--- src/rtl/work_loader_pkg.sv ---
// work_loader shared types and constants.
// Define WORK_LOADER_CHECKSUM_EN to add a trailing XOR checksum word per frame.
package work_loader_pkg;

    localparam int DATA_W    = 32;
    localparam int TGT_WORDS = 8;
    localparam int MSG_WORDS = 13;
    localparam int TGT_BITS  = 256;
    localparam int MSG_BITS  = 408;
    localparam int CNT_W     = 4;

    localparam logic [7:0] OPC_TARGET = 8'h01;
    localparam logic [7:0] OPC_MSG    = 8'h02;

`ifdef WORK_LOADER_CHECKSUM_EN
    localparam int CSUM_WORDS = 1;
`else
    localparam int CSUM_WORDS = 0;
`endif

    typedef enum logic [2:0] {
        IDLE,
        LOAD_TGT,
        LOAD_MSG,
        DISCARD,
        COMMIT
    } state_t;

    // Index of the final word after the header for the given frame type.
    function automatic logic [CNT_W-1:0] last_index(input logic is_msg);
        if (is_msg) return CNT_W'(MSG_WORDS - 1 + CSUM_WORDS);
        return CNT_W'(TGT_WORDS - 1 + CSUM_WORDS);
    endfunction

endpackage

--- src/rtl/work_loader_if.sv ---
// work_loader input stream: 32-bit words with valid/ready and frame end.
// Optional checksum feature: WORK_LOADER_CHECKSUM_EN (no effect here).
interface work_loader_if;
    import work_loader_pkg::*;

    logic [DATA_W-1:0] in_data;
    logic              in_valid;
    logic              in_last;
    logic              in_ready;

    modport master (
        output in_data,
        output in_valid,
        output in_last,
        input  in_ready
    );

    modport slave (
        input  in_data,
        input  in_valid,
        input  in_last,
        output in_ready
    );

endinterface

--- src/rtl/work_loader_frame_counter.sv ---
// Payload word counter with terminal-count compare per frame type.
// WORK_LOADER_CHECKSUM_EN extends the terminal count by one word.
module work_loader_frame_counter
    import work_loader_pkg::*;
(
    input  logic             clk,
    input  logic             n_rst,
    input  logic             clr,
    input  logic             inc,
    input  logic             is_msg,
    output logic [CNT_W-1:0] cnt,
    output logic             at_term
);

    logic [CNT_W-1:0] cnt_q;
    logic [CNT_W-1:0] cnt_d;

    // Clear on a new header, advance on each accepted payload word.
    always_comb begin
        cnt_d = cnt_q;
        if (clr) begin
            cnt_d = '0;
        end else if (inc) begin
            cnt_d = cnt_q + 1'b1;
        end
    end

    // Counter register with synchronous reset.
    always_ff @(posedge clk) begin
        if (!n_rst) begin
            cnt_q <= '0;
        end else begin
            cnt_q <= cnt_d;
        end
    end

    assign cnt     = cnt_q;
    assign at_term = (cnt_q == last_index(is_msg));

endmodule

--- src/rtl/work_loader.sv ---
// work_loader: assembles target/message frames and commits them atomically.
// Define WORK_LOADER_CHECKSUM_EN to require and verify a trailing XOR word.
module work_loader
    import work_loader_pkg::*;
(
    input  logic                clk,
    input  logic                n_rst,
    work_loader_if.slave        stream,
    input  logic                err_clear,
    output logic [TGT_BITS-1:0] target_out,
    output logic [MSG_BITS-1:0] msg_out,
    output logic                new_target,
    output logic                new_msg,
    output logic                frame_err,
    output logic                busy
);

    state_t state_q, state_d;
    logic   is_msg_q, is_msg_d;

    logic [TGT_BITS-1:0] tgt_sh_q, tgt_sh_d;
    logic [MSG_BITS-1:0] msg_sh_q, msg_sh_d;
    logic [TGT_BITS-1:0] target_q, target_d;
    logic [MSG_BITS-1:0] msg_q, msg_d;
    logic                new_tgt_q, new_tgt_d;
    logic                new_msg_q, new_msg_d;
    logic                err_q, err_d;

    logic             cnt_clr;
    logic             cnt_inc;
    logic [CNT_W-1:0] cnt;
    logic             at_term;
    logic             xfer;
    logic             err_ev;
    logic             csum_ok;
    logic [7:0]       opc;

`ifdef WORK_LOADER_CHECKSUM_EN
    logic [DATA_W-1:0] csum_q, csum_d;
    assign csum_ok = (csum_q == stream.in_data);
`else
    assign csum_ok = 1'b1;
`endif

    assign xfer = stream.in_valid & stream.in_ready;
    assign opc  = stream.in_data[31:24];

    work_loader_frame_counter u_cnt (
        .clk     (clk),
        .n_rst   (n_rst),
        .clr     (cnt_clr),
        .inc     (cnt_inc),
        .is_msg  (is_msg_q),
        .cnt     (cnt),
        .at_term (at_term)
    );

    // Frame FSM: shadow fill, length/checksum judgement and commit.
    always_comb begin
        state_d   = state_q;
        is_msg_d  = is_msg_q;
        tgt_sh_d  = tgt_sh_q;
        msg_sh_d  = msg_sh_q;
        target_d  = target_q;
        msg_d     = msg_q;
        new_tgt_d = 1'b0;
        new_msg_d = 1'b0;
        cnt_clr   = 1'b0;
        cnt_inc   = 1'b0;
        err_ev    = 1'b0;
`ifdef WORK_LOADER_CHECKSUM_EN
        csum_d    = csum_q;
`endif
        unique case (state_q)
            IDLE: begin
                if (xfer) begin
                    cnt_clr = 1'b1;
`ifdef WORK_LOADER_CHECKSUM_EN
                    csum_d  = stream.in_data;
`endif
                    if (opc == OPC_TARGET || opc == OPC_MSG) begin
                        is_msg_d = (opc == OPC_MSG);
                        if (stream.in_last) begin
                            err_ev = 1'b1;
                        end else begin
                            state_d = (opc == OPC_MSG) ? LOAD_MSG : LOAD_TGT;
                        end
                    end else begin
                        err_ev = 1'b1;
                        if (!stream.in_last) state_d = DISCARD;
                    end
                end
            end
            LOAD_TGT, LOAD_MSG: begin
                if (xfer) begin
`ifdef WORK_LOADER_CHECKSUM_EN
                    csum_d = csum_q ^ stream.in_data;
`endif
                    if (state_q == LOAD_TGT) begin
                        for (int k = 0; k < TGT_WORDS; k++) begin
                            if (cnt == CNT_W'(k))
                                tgt_sh_d[TGT_BITS-1-32*k -: 32] = stream.in_data;
                        end
                    end else begin
                        for (int k = 0; k < MSG_WORDS - 1; k++) begin
                            if (cnt == CNT_W'(k))
                                msg_sh_d[MSG_BITS-1-32*k -: 32] = stream.in_data;
                        end
                        if (cnt == CNT_W'(MSG_WORDS - 1))
                            msg_sh_d[23:0] = stream.in_data[31:8];
                    end
                    if (stream.in_last) begin
                        if (at_term && csum_ok) begin
                            state_d = COMMIT;
                        end else begin
                            err_ev  = 1'b1;
                            state_d = IDLE;
                        end
                    end else if (at_term) begin
                        err_ev  = 1'b1;
                        state_d = DISCARD;
                    end else begin
                        cnt_inc = 1'b1;
                    end
                end
            end
            DISCARD: begin
                if (xfer && stream.in_last) state_d = IDLE;
            end
            COMMIT: begin
                if (is_msg_q) begin
                    msg_d     = msg_sh_q;
                    new_msg_d = 1'b1;
                end else begin
                    target_d  = tgt_sh_q;
                    new_tgt_d = 1'b1;
                end
                state_d = IDLE;
            end
            default: state_d = IDLE;
        endcase
        if (err_ev) begin
            err_d = 1'b1;
        end else if (err_clear) begin
            err_d = 1'b0;
        end else begin
            err_d = err_q;
        end
    end

    // State, shadow and output registers with synchronous reset.
    always_ff @(posedge clk) begin
        if (!n_rst) begin
            state_q   <= IDLE;
            is_msg_q  <= 1'b0;
            tgt_sh_q  <= '0;
            msg_sh_q  <= '0;
            target_q  <= '0;
            msg_q     <= '0;
            new_tgt_q <= 1'b0;
            new_msg_q <= 1'b0;
            err_q     <= 1'b0;
        end else begin
            state_q   <= state_d;
            is_msg_q  <= is_msg_d;
            tgt_sh_q  <= tgt_sh_d;
            msg_sh_q  <= msg_sh_d;
            target_q  <= target_d;
            msg_q     <= msg_d;
            new_tgt_q <= new_tgt_d;
            new_msg_q <= new_msg_d;
            err_q     <= err_d;
        end
    end

`ifdef WORK_LOADER_CHECKSUM_EN
    // Running XOR of header and payload words.
    always_ff @(posedge clk) begin
        if (!n_rst) begin
            csum_q <= '0;
        end else begin
            csum_q <= csum_d;
        end
    end
`endif

    assign stream.in_ready = (state_q != COMMIT);
    assign target_out      = target_q;
    assign msg_out         = msg_q;
    assign new_target      = new_tgt_q;
    assign new_msg         = new_msg_q;
    assign frame_err       = err_q;
    assign busy            = (state_q != IDLE);

endmodule

--- src/flat_wrapper.sv ---
// flat-port wrapper written by rule: the top's interface ports become plain ports
module work_loader_flat import work_loader_pkg::*;
  (clk, n_rst, err_clear, target_out, msg_out, new_target, new_msg, frame_err, busy, stream_in_data, stream_in_valid, stream_in_last, stream_in_ready);
  work_loader_if stream_i ();
  input  logic clk;
  input  logic n_rst;
  input  logic err_clear;
  output logic [TGT_BITS-1:0] target_out;
  output logic [MSG_BITS-1:0] msg_out;
  output logic new_target;
  output logic new_msg;
  output logic frame_err;
  output logic busy;
  input wire logic [$bits(stream_i.in_data)-1:0] stream_in_data;
  input wire logic [$bits(stream_i.in_valid)-1:0] stream_in_valid;
  input wire logic [$bits(stream_i.in_last)-1:0] stream_in_last;
  output wire logic [$bits(stream_i.in_ready)-1:0] stream_in_ready;
  assign stream_i.in_data = stream_in_data;
  assign stream_i.in_valid = stream_in_valid;
  assign stream_i.in_last = stream_in_last;
  assign stream_in_ready = stream_i.in_ready;
  work_loader u_core (.clk(clk), .n_rst(n_rst), .stream(stream_i), .err_clear(err_clear), .target_out(target_out), .msg_out(msg_out), .new_target(new_target), .new_msg(new_msg), .frame_err(frame_err), .busy(busy));
endmodule
--- config.mk ---
export PLATFORM = sky130hd
export DESIGN_NAME = work_loader_flat
export DESIGN_NICKNAME = d
export VERILOG_FILES = /design/src/rtl/work_loader_pkg.sv /design/src/rtl/work_loader_if.sv /design/src/rtl/work_loader_frame_counter.sv /design/src/rtl/work_loader.sv /design/src/flat_wrapper.sv
export SDC_FILE = /design/constraint.sdc
export NUM_CORES = 2
export LEC_CHECK = 0
export CAP_MARGIN = 15
export CORE_ASPECT_RATIO = 1.25
export CORE_MARGIN = 2
export CORE_UTILIZATION = 53
export DETAILED_ROUTE_END_ITERATION = 8
export GPL_ROUTABILITY_DRIVEN = 1
export PLACE_DENSITY = 0.9
export SLEW_MARGIN = 20
export SYNTH_ARGS = -nofsm -noshare
export SYNTH_HDL_FRONTEND = slang
export SYNTH_SLANG_ARGS = --single-unit
--- constraint.sdc ---
create_clock -name clk -period 2 [get_ports clk]
set_clock_uncertainty 0.05 [all_clocks]
set_input_delay 0.5 -clock clk [delete_from_list [all_inputs] [get_ports clk]]
set_output_delay 0.5 -clock clk [all_outputs]
set_load 0.03 [all_outputs]
# Yosys cells after proc, flatten, opt, wreduce, memory -nomap -nowiden
# Index checks and enable logic that the tools add are counted.
[word_totals]
regBits = 1339
output_inout_bits = 669
[op_classes]
add_sub_neg = 1
eq_ne = 25
n_mux = 30
bitwise = 4
n_reduce_logical = 34
[op_table]
columns = ["cell", "n"]
rows = [
  ["$reduce_and 4->1", 21],
  ["$mux 3", 9],
  ["$eq 4x4->1 const B", 5],
  ["$eq 4x3->1 const B", 4],
  ["$mux 1", 16],
  ["$pmux 3 s3", 1],
  ["$eq 4x2->1 const B", 2],
  ["$eq 8x1->1 const B", 1],
  ["$eq 8x2->1 const B", 1],
  ["$mux 4", 2],
  ["$eq 3x2->1 const B", 2],
  ["$ne 2x1->1 const B", 3],
  ["$reduce_and 2->1", 3],
  ["$reduce_and 5->1", 1],
  ["$add 4x1->4 const B", 1],
  ["$eq 4x1->1 const B", 1],
  ["$eq 4x4->1", 1],
  ["$logic_not 4->1", 1],
  ["$reduce_or 2->1", 2],
  ["$eq 3x1->1 const B", 1],
  ["$eq 3x3->1 const B", 1],
  ["$logic_not 3->1", 1],
  ["$ne 3x2->1 const B", 1],
  ["$ne 3x3->1 const B", 1],
  ["10 further kinds", 12],
]

# Depth between registers and ports, before layout
[depth]
word_depth = 8
depth_mapped = 9
depth_no_buf = 6

# Modules after synthesis
# From an unflattened synthesis, not the netlist that was laid out.
[hier_totals]
cells_unflattened = 5827
hier_area_um2 = 46215.6
[modules_own_cells]
columns = ["module", "n_inst", "cells_each", "area_per_inst_um2"]
rows = [
  ["work_loader", 1, 5807, 46005.4],
  ["work_loader_frame_counter", 1, 20, 210.2],
]

# Worst setup path before layout
# OpenSTA, ideal clock, no wires.
[synth_path]
path_kind = "input port to flip-flop"
from = "input n_rst"
to = "register u_core.msg_q[0], in the netlist u_core.msg_out[0]"
setup_time_ps = 132
arrival_time_ps = 1640
required_time_ps = 1818
setup_slack_ps = 177
stages = 7
path_buffers = 5
cell_sequence = "buf_2 -> buf_2 -> inv_1 -> buf_2 -> clkbuf_1 -> clkbuf_1 -> a21oi_1"
[synth_rtl]
columns = ["element", "line_no", "text"]
rows = [
  ["start: declaration", "flat_wrapper.sv:6", "input logic n_rst;"],
  ["end signal: assignment", "work_loader.sv:169", "msg_q <= msg_d;"],
  ["end: declaration", "work_loader.sv:24", "logic [MSG_BITS-1:0] msg_q, msg_d;"],
]
# No word-level cell between the ends.

# Final worst setup path
[layout_path]
from = "register u_core.state_q[0]"
to = "register u_core.msg_sh_q[164]"
[layout_via]
elab_chain_cells = 3
[layout_rtl]
columns = ["element", "line_no", "text"]
rows = [
  ["start: declaration", "work_loader.sv:18", "state_t state_q, state_d;"],
  ["start signal: assignment", "work_loader.sv:164", "state_q <= state_d;"],
  ["$eq 3x2->1, or another cell as far along", "work_loader.sv:74", "unique case (state_q)"],
  ["$reduce_or 2->1, or another cell as far along", "work_loader.sv:74", ""],
  ["$reduce_and 4->1 (no line) (*)", "-", ""],
  ["end signal: assignment", "work_loader.sv:167", "msg_sh_q <= msg_sh_d;"],
  ["end: declaration", "work_loader.sv:22", "logic [MSG_BITS-1:0] msg_sh_q, msg_sh_d;"],
]
# Mark *: on every way between the ends. The rest lies on a longest branch, timed or not.
# A chain may end at the register's enable or synchronous reset.

==> impl_results.md <==
- Outcome: finished, violations left
- Failing checks: design-rule violations, negative setup slack
- Cell variety after synth: 43
- Overflow after GRT: 0
- Fin. Hold Viols: 0
- Fill cell count: 4774
- DPL Wire Length: 94900 microns
- Sequential share of power: 50.4%
- Hold buffer count at cts: 0
- Initial core utilization: 53.5%
- PortBufs: 705
- Relative slew margins: 54.4%
- Vias in the first global route: 40000
- Routed WL: 192000 microns
- Final Core Density: 73.1%
- Comb pwr share: 5.7%
- Die area: 87600 sq um
- # DRC: 10
- Via/cell ratio: 6.56
- Chip height: 330 microns
- Critical path cell sequence: buf_8 -> buf_4 -> buf_8 -> nor4bb_4 -> buf_4 -> clkbuf_16 -> buf_6 -> nand3_4 -> clkbuf_16 -> o21ai_0
- Final period util: 120%
- Clock buffer depth: 3
- WS Path Type: flop to flop
- Root Driver: clkbuf_16
- Peak VDD IR: 0.000822 V
- Dpl cell area: 54300 sq um
- Peak Freq: 415 MHz
- Area of the core: 84400 sq um
- GRT Overall Usage: 34.7%
- CTS tree: done
- Pins Over Slew Limit: 0
- Slowest cell on the critical path: dfxtp_2
- R2R cell count: 10
- Syn Nets: 5327
- H-tree Lvls: 3
- Sw Ratio: 23.9%
- Initial antenna violation count: 16
- GP Congestion: 0.851
- CP Max Fanout: 29
- Post-synth EDFFs: 0
- Max Cap Viol: 0
- Share of cells above drive strength 1: 22.2%
- Clk_lat worst skew: 740 ps
- Syn Inst Count: 5284
- Main flop type after synthesis: dfxtp_1
- Delay of the slowest critical-path stage: 340 ps
- Clock-pin slew on the worst setup and hold paths: 70 ps
- Worst path required time: 2550 ps
- CP Capture Type: flop
- FF+latch count, synth: 1339
- Vias: 46800
- R2R Setup Slk: -410 ps
- Crit path DAT: 2960 ps
- Worst r2r dst: u_core.msg_sh_q[164]$_SDFFE_PN0P_
- Post-route worst setup slack: -410 ps
- CTS buffer count: 115
- Avg WL per Cell: 26.9 microns
- Cell area after synthesis: 45200 sq um
- Hold Path End: u_core.tgt_sh_q[241]$_SDFFE_PN0P_
- Yosys warns: 0
- Launch point of the worst hold path: n_rst
- I/O pin total: 706
- Final setup viols: 516
- Final ANT Viol Nets: 0
- Int Pwr: 40.8 mW
- Mapped Avg Cell Area: 8.55 sq um
- Largest net degree at the start of global routing: 86
- First-pass GRT wire length: 235000 microns
- Clock power share: 43.9%
- Pwr Density: 868 nW/um^2
- Placed Instances: 6801
- RSZ-0062 raised after global routing: yes
- Fin area: 61700 sq um
- Num rows: 119
- Setup crit start kind: flop
- HP Class: input pin to flop
- Pleak: 21.3 nW
- Area of the multi-input gates: 17300 sq um
- Post-route insts no fill: 7133
- Actual slew at the worst max-slew pin: 684 ps
- Hold Path Depth: 3
- Register area: 26800 sq um
- Area grow syn2layout: 36.5%
- First-pass detailed-route iteration total: 9
- Register area share after synthesis: 59.3%
- Worst flop-to-flop path startpoint: u_core.state_q[0]$_SDFFE_PN0P_
- 1st-iter DRT viols: 8094
- Clock Sinks: 1339
- DIE WIDTH: 265 microns
- Period minus WS final: 2410 ps
- Fin nets: 5973
- NetSw: 12.8 mW
- Pre-CTS setup slack: -330 ps
- Ys async rst share: 0%
==> registers in the layout, summed over array words and instances (netlist names), 3 cells and up <==
signal and flops:
u_core.tgt_sh_q 256, u_core.msg_out 408, u_core.u_cnt.cnt 4, u_core.target_out 256, u_core.msg_sh_q 408, u_core.state_q 3
==> stage by stage <==
stage | hold slack, ps | setup TNS [ps] | power, mW
floorplan | 382 | 0 | 28.7
global placement | 385 | -122990 | 29.9
detailed placement | 393 | -148910 | 30.0
CTS | 99.4 | -547 | 52.6
global route | 119 | -93700 | 54.5
finish | 131 | -54380 | 53.6
==> cells by family (layout without fill, tap and decap cells) <==
family / count (synthesis) / in the layout / share of synthesized area (%)
XOR/XNOR: 6 / 6 / 0.116
multiplexers: 1 / 1 / 0.0222
flip-flops: 1339 / 1339 / 59.3
AND/OR/NAND/NOR: 2080 / 2080 / 19.9
other: 0 / 18 / 0
adder cells (fa/ha/maj): 6 / 6 / 0.166
buffers and inverters: 507 / 1249 / 5.46
AO/OA/AOI/OAI: 1345 / 1345 / 15.0
==> metal layers <==
layer,GRT usage (%),vias up,wire [microns]
met4,24.2,16,19600
met2,55.5,4686,84100
met3,6.59,1432,26500
met1,42.5,21600,61600
li1,-,19000,-
met5,0,-,110
==> cell type report <==
type / instances / share of cell area (%)
sequential: 1339 / 43.5
antenna: 18 / 0.0730
timing repair buffer: 1031 / 19.8
inverter: 5 / 0.0426
clock buffer: 171 / 5.53
clock inverter: 42 / 0.897
tap: 1089 / 2.21
multi-input combinational: 3438 / 28.0
==> worst max-delay path, delay by kind of cell, from the launching register on <==
kind,cells,cell delay (ps)
flops,1,340
simple gates,2,470
compound gates,1,310
buf+inv,7,1130
==> cell usage in the layout (no fill, tap or decap), types with 5 or more instances in the layout <==
cell,n
a21oi_1,665
buf_12,108
buf_16,11
buf_2,59
buf_4,121
buf_6,25
buf_8,13
bufinv_16,8
clkbuf_1,24
clkbuf_16,166
clkbuf_2,32
clkbuf_8,32
clkdlybuf4s15_1,140
clkdlybuf4s15_2,424
clkdlybuf4s50_1,35
clkinv_2,19
clkinvlp_4,5
dfxtp_1,1333
dfxtp_2,5
diode_2,18
dlygate4sd2_1,10
ha_1,6
nand2_1,1328
nand2_2,32
nand3_1,515
nand3_2,129
nand3_4,41
nor2_1,6
o21ai_0,323
o21ai_1,267
o21ai_2,78
==> power groups by stage <==
stage	logic (mW)	clock network [mW]	registers (mW)
2_1_floorplan	1.16	0	27.5
3_3_place_gp	2.37	0	27.6
3_5_place_dp	2.40	0	27.6
4_1_cts	2.50	23.1	27.0
5_1_grt	3.13	24.4	27.0
6_report	3.08	23.5	27.0
==> worst max path at each step <==
stage	from	slack (ps)	endpoint	depth (start not counted)
after floorplan	n_rst	180	u_core.msg_out[0]$_SDFFE_PN0P_	7
after global placement	stream_in_data[31]	-460	u_core.is_msg_q$_SDFFE_PN0P_	6
after detailed placement	stream_in_data[31]	-330	u_core.is_msg_q$_SDFFE_PN0P_	6
after CTS	u_core.state_q[0]$_SDFFE_PN0P_	-280	busy	3
after global routing	u_core.state_q[0]$_SDFFE_PN0P_	-500	u_core.msg_sh_q[164]$_SDFFE_PN0P_	10
final	u_core.state_q[0]$_SDFFE_PN0P_	-410	u_core.msg_sh_q[164]$_SDFFE_PN0P_	10
==> cells in the mapped netlist (all sizes together), types with 4 or more instances <==
library cell | number | area share, %
dfxtp | 1339 | 59
clkbuf | 214 | 1.8
ha | 6 | 0.17
nand2 | 1360 | 11
nand4 | 4 | 0.055
a21oi | 667 | 7.4
buf | 288 | 3.6
o21ai | 668 | 7.4
nor2 | 9 | 0.11
nor2b | 5 | 0.069
nand3 | 685 | 8.1
inv | 4 | 0.033
==> repair_timing <==
action | 4_1_cts | 5_1_grt
cloned | 0 | 70
pin swaps | 0 | 101
endpoints found under the setup margin | 668 | 435
setup buffers | 4 | 27
gates resized for setup | 1923 | 500
No activity file was read; power rests on OpenSTA's default activity.
